### src/rtl/vline_dbuffer.sv
// Ping-pong scanline buffer: the fetch side fills the back bank while the display reads the front bank.
// The banks swap on LineSwap only once the back line is complete; otherwise the front line replays.
module vline_dbuffer #(
    parameter int AWIDTH                = 8,
    parameter int BPP                   = 6,
    parameter int PSIZE                 = 256,
    parameter logic [BPP-1:0] BLANK_COLOR = '0
) (
    input  logic              Clk,
    input  logic              Reset,
    input  logic              WriteValid,
    input  logic [BPP-1:0]    DataIn,
    output logic              WriteReady,
    input  logic              LineSwap,
    input  logic              Blank,
    input  logic [AWIDTH-1:0] ReadAddress,
    output logic [BPP-1:0]    VideoOut,
    output logic              FrontValid,
    output logic              Underrun
);
    localparam int PW = (PSIZE > 1) ? $clog2(PSIZE) : 1;

    typedef struct packed {
        logic           vld;
        logic [PW-1:0]  idx;
        logic [BPP-1:0] data;
    } wr_req_t;

    logic [BPP-1:0] bank [2][PSIZE];
    logic           front_sel;
    logic [PW-1:0]  wptr;
    logic           back_full;
    logic           addr_oob;
    logic           swap_take;
    wr_req_t        wr;

    assign WriteReady = !back_full;
    assign swap_take  = LineSwap && back_full;

    always_comb begin
        wr      = '0;
        wr.vld  = WriteValid && !back_full;
        wr.idx  = wptr;
        wr.data = DataIn;
    end

    // A full-range address port can never point past the line.
    generate
        if (PSIZE < (2 ** AWIDTH)) begin : g_oob
            assign addr_oob = (ReadAddress >= AWIDTH'(PSIZE));
        end else begin : g_no_oob
            assign addr_oob = 1'b0;
        end
    endgenerate

    // Bank storage carries no reset; FrontValid gates any stale contents.
    always_ff @(posedge Clk) begin
        if (wr.vld)
            bank[!front_sel][wr.idx] <= wr.data;
    end

    always_ff @(posedge Clk) begin
        if (Reset) begin
            front_sel  <= 1'b0;
            wptr       <= '0;
            back_full  <= 1'b0;
            FrontValid <= 1'b0;
            VideoOut   <= BLANK_COLOR;
            Underrun   <= 1'b0;
        end else begin
            Underrun <= LineSwap && !back_full;

            // A write and a taking swap are mutually exclusive: both depend on back_full.
            if (swap_take) begin
                front_sel  <= !front_sel;
                back_full  <= 1'b0;
                FrontValid <= 1'b1;
            end else if (wr.vld) begin
                if (wptr == PW'(PSIZE - 1)) begin
                    wptr      <= '0;
                    back_full <= 1'b1;
                end else begin
                    wptr <= wptr + PW'(1);
                end
            end

            if (Blank || !FrontValid || addr_oob)
                VideoOut <= BLANK_COLOR;
            else
                VideoOut <= bank[front_sel][ReadAddress[PW-1:0]];
        end
    end
endmodule

### config.mk
export PLATFORM = sky130hd
export DESIGN_NAME = vline_dbuffer
export DESIGN_NICKNAME = d
export VERILOG_FILES = /design/src/rtl/vline_dbuffer.sv
export SDC_FILE = /design/constraint.sdc
export NUM_CORES = 2
export LEC_CHECK = 0
export BUFFER_PORTS_ARGS = -buffer_cell sky130_fd_sc_hd__buf_2
export CAP_MARGIN = 10
export CORE_UTILIZATION = 45
export CTS_CLUSTER_SIZE = 14
export DETAILED_ROUTE_END_ITERATION = 10
export HOLD_SLACK_MARGIN = 0.05
export SLEW_MARGIN = 20
export SYNTH_ARGS = -nofsm -noshare
export SYNTH_HDL_FRONTEND = slang
export SYNTH_SLANG_ARGS = --single-unit
export TNS_END_PERCENT = 100
### constraint.sdc
create_clock -name Clk -period 3.45 [get_ports Clk]
set_clock_uncertainty 0.05 [all_clocks]
set_input_delay 0.8625 -clock Clk [delete_from_list [all_inputs] [get_ports Clk]]
set_output_delay 0.8625 -clock Clk [all_outputs]
set_load 0.01 [all_outputs]
==> flow_summary.toml <==
[global_routing]
grt_pass1_vias = 64530
gr-usage-all-layers_pct = 24.77
antenna_found_initial = 17
grt-ovfl-total = 0
grt_max_degree = 166
grt_pass1_wl_mm = 480.8

[logic_synthesis]
synth_edf_count = 3072
synth-seq-cells = 3091
syn_inst = 5993
syn_area_per_cell_um2 = 20.34
yosys_warnings = 0
synth_most_common_cell = "edfxtp_1"
syn-cell-area_mm2 = 0.1219
ys_async_sr_fraction_pct = 0
synth.area.top_cells = "edfxtp_1 76%, mux4_2 11%, mux2i_1 3.2%"
ys_top_cells_by_count = "3072 x edfxtp_1, 605 x mux4_2, 575 x nor2_1"
yosys.area.top_type_share_pct = 75.69
syn-num-nets = 6016
ys_seq_area_share_pct = 76.01
yosysTopAreaCell = "edfxtp_1"
synth_ff_type = "edfxtp_1"
ys_types = 81

[place]
place_congestion = 0.9080
io_buffers = 27
dp_hpwl_mm = 224.7

[detailed_routing]
remaining_drc_errors = 0
wire_per_inst_um = 31.37
vias = 64420
first_pass_iters = 6
dr.first_iter.drc_count = 8239
vias_per_cell = 5.983
route.final.wire_length_mm = 337.8
ant_nets = 0

[cts]
cts.clk_slew.worst_paths_ns = 0.06
clock-sinks = 3091
ctsHoldBuffers = 0
clock_latency_ns = 0.91
clock-root-buffer = "clkbuf_16"
clock_path_buffers = 4
htreeDepth = 5
cts_tree = "yes"
cts-buffers-inserted = 325

[die]
start_util_pct = 45.37
core-area_mm2 = 0.2686
fp.dieW_um = 522.4
io_pins = 28
die_h_um = 522.4
die-area_mm2 = 0.2729
num_rows = 190

[status]
status = "completed"

[timing]
fin_crit_sh_pct = 98.53
grt_setup_unrepaired = "yes"
hold_viol_final = 0
drv_slew = 0
whs_ns = 0.2044
fin_setup_tns_ns = 0
tightestPinTransition_ns = 1.043
min_period_ns = 3.399
setup_viol = 0
fmax_mhz = 294.2
relSlewSlack_pct = 30.45

[critical_path]
critPathLaunchType = "register"
cp.arrival_ns = 4.08
reg2reg_slack_ns = 0.05
reg2regPathDepth = 11
r2r_end = "VideoOut[1]$_SDFF_PP0_"
cp_max_fo = 15
critPathRequiredTime_ns = 4.13
critPathKind = "register to register"
critPathCaptureType = "register"

[min_path]
hold_depth = 2
hp-start = "LineSwap"
hp-class = "primary input to register"
min_to = "Underrun$_SDFF_PP0_"

[pwr]
p_per_area_mw_per_mm2 = 548.3
p_seq_share_pct = 52.6
power_leakage_nw = 45.40
swShare_pct = 21.04
clock_power_share_pct = 43.6
p_sw_w = 0.01653
p_int_w = 0.06203
combPwrFrac_pct = 3.8
peakVddDrop_mv = 0.4265
power_w = 0.07856

[final_layout]
drive_above_1_share_pct = 30.00
area_delta_synth_final_pct = 17.56
post-route-util_pct = 53.33
nets = 6978

[run]
drv_cap = 0
[through the flow]
stage	setup slack, ns	std cells	area (µm²)
3_5_place_dp	-0.8626	10170	132600
6_report	0.05061	10770	143300
5_1_grt	-0.004901	10770	143300
2_1_floorplan	0.3313	5993	121900
3_3_place_gp	-0.9763	10170	132600
4_1_cts	-0.06202	10760	143100
[logic make-up after synthesis]
logic type / share of synthesized area (%)
compound gates: 3.076
mux: 15.41
buf+inv: 2.228
xor+xnor: 0.04312
fa+ha+maj: 0.04107
flops: 76.01
simple gates: 3.199
[power groups by stage]
stage / registers (W) / clock network (W) / logic (W)
6_report: 0.0413 / 0.0343 / 0.00301
5_1_grt: 0.0413 / 0.0361 / 0.00311
4_1_cts: 0.0413 / 0.0347 / 0.00298
3_5_place_dp: 0.0421 / 0 / 0.00296
3_3_place_gp: 0.0421 / 0 / 0.00291
2_1_floorplan: 0.0421 / 0 / 0.00107
[placed cells by master, fill, tap and decap left out, types with 37 or more instances in the layout]
cell type,instances
buf_4,880
buf_12,96
a21oi_1,79
edfxtp_1,3072
a22oi_1,56
mux4_2,606
clkbuf_1,52
clkinv_2,54
o21ai_0,79
nand2_1,134
mux4_1,37
clkbuf_16,334
clkinv_1,78
nor2_1,571
nand3_1,48
mux2i_1,388
o22ai_1,68
o221ai_1,95
[how the worst max path moves through the flow]
stage,start,end,slack (ns),cells after the start
global placement,ReadAddress[0],VideoOut[3]$_SDFF_PP0_,-0.98,11
floorplan,ReadAddress[0],VideoOut[5]$_SDFF_PP0_,0.33,10
CTS,register,VideoOut[4]$_SDFF_PP0_,-0.06,13
global route,register,VideoOut[4]$_SDFF_PP0_,-0.005,12
detailed placement,register,VideoOut[4]$_SDFF_PP0_,-0.86,10
finish,register,VideoOut[1]$_SDFF_PP0_,0.05,11
[cell type report]
type / instances / area (µm²)
clock buffer: 385 / 8517
timing repair buffer: 1013 / 8964
multi-input combinational: 2516 / 26850
clock inverter: 197 / 1812
inverter: 8 / 41.29
fill: 20770 / 125400
antenna: 6 / 15.01
tap: 3552 / 4444
sequential: 3091 / 92630
[worst max-delay path, cell delays in order (launching register included)]
cell and delay (ns):
dfxtp_4 0.37, buf_12 0.17, buf_12 0.22, buf_6 0.20
buf_4 0.30, mux4_2 0.56, mux2i_1 0.29, o21ai_0 0.13
a31oi_1 0.42, a211oi_1 0.21, nor2_1 0.12, o221ai_1 0.13
[registers in the layout (all words and copies together), names as in the netlist, named ones only]
name and flops:
FrontValid 1, Underrun 1, VideoOut 6, back_full 1
bank 3072, front_sel 1, wptr 8
[layer usage]
metal  vias to the layer above  GRT usage (%)  share of wire, %
met2                      3112          39.12                47
met3                       534          4.288               8.9
li1                      26750              -                 -
met5                         -              0             0.015
met4                         8          7.900               3.3
met1                     34020          35.16                40
[timing repair]
| action | in CTS | in global routing |
|---|---|---|
| buffers inserted | 5 | 1 |
| gates resized for setup | 19 | 29 |
| pin swaps | 0 | 2 |
| endpoints found under the setup margin | 6 | 11 |
| cloned | 1 | 2 |
| hold endpoints to repair | 0 | 0 |
(Power assumes the default switching activity.)
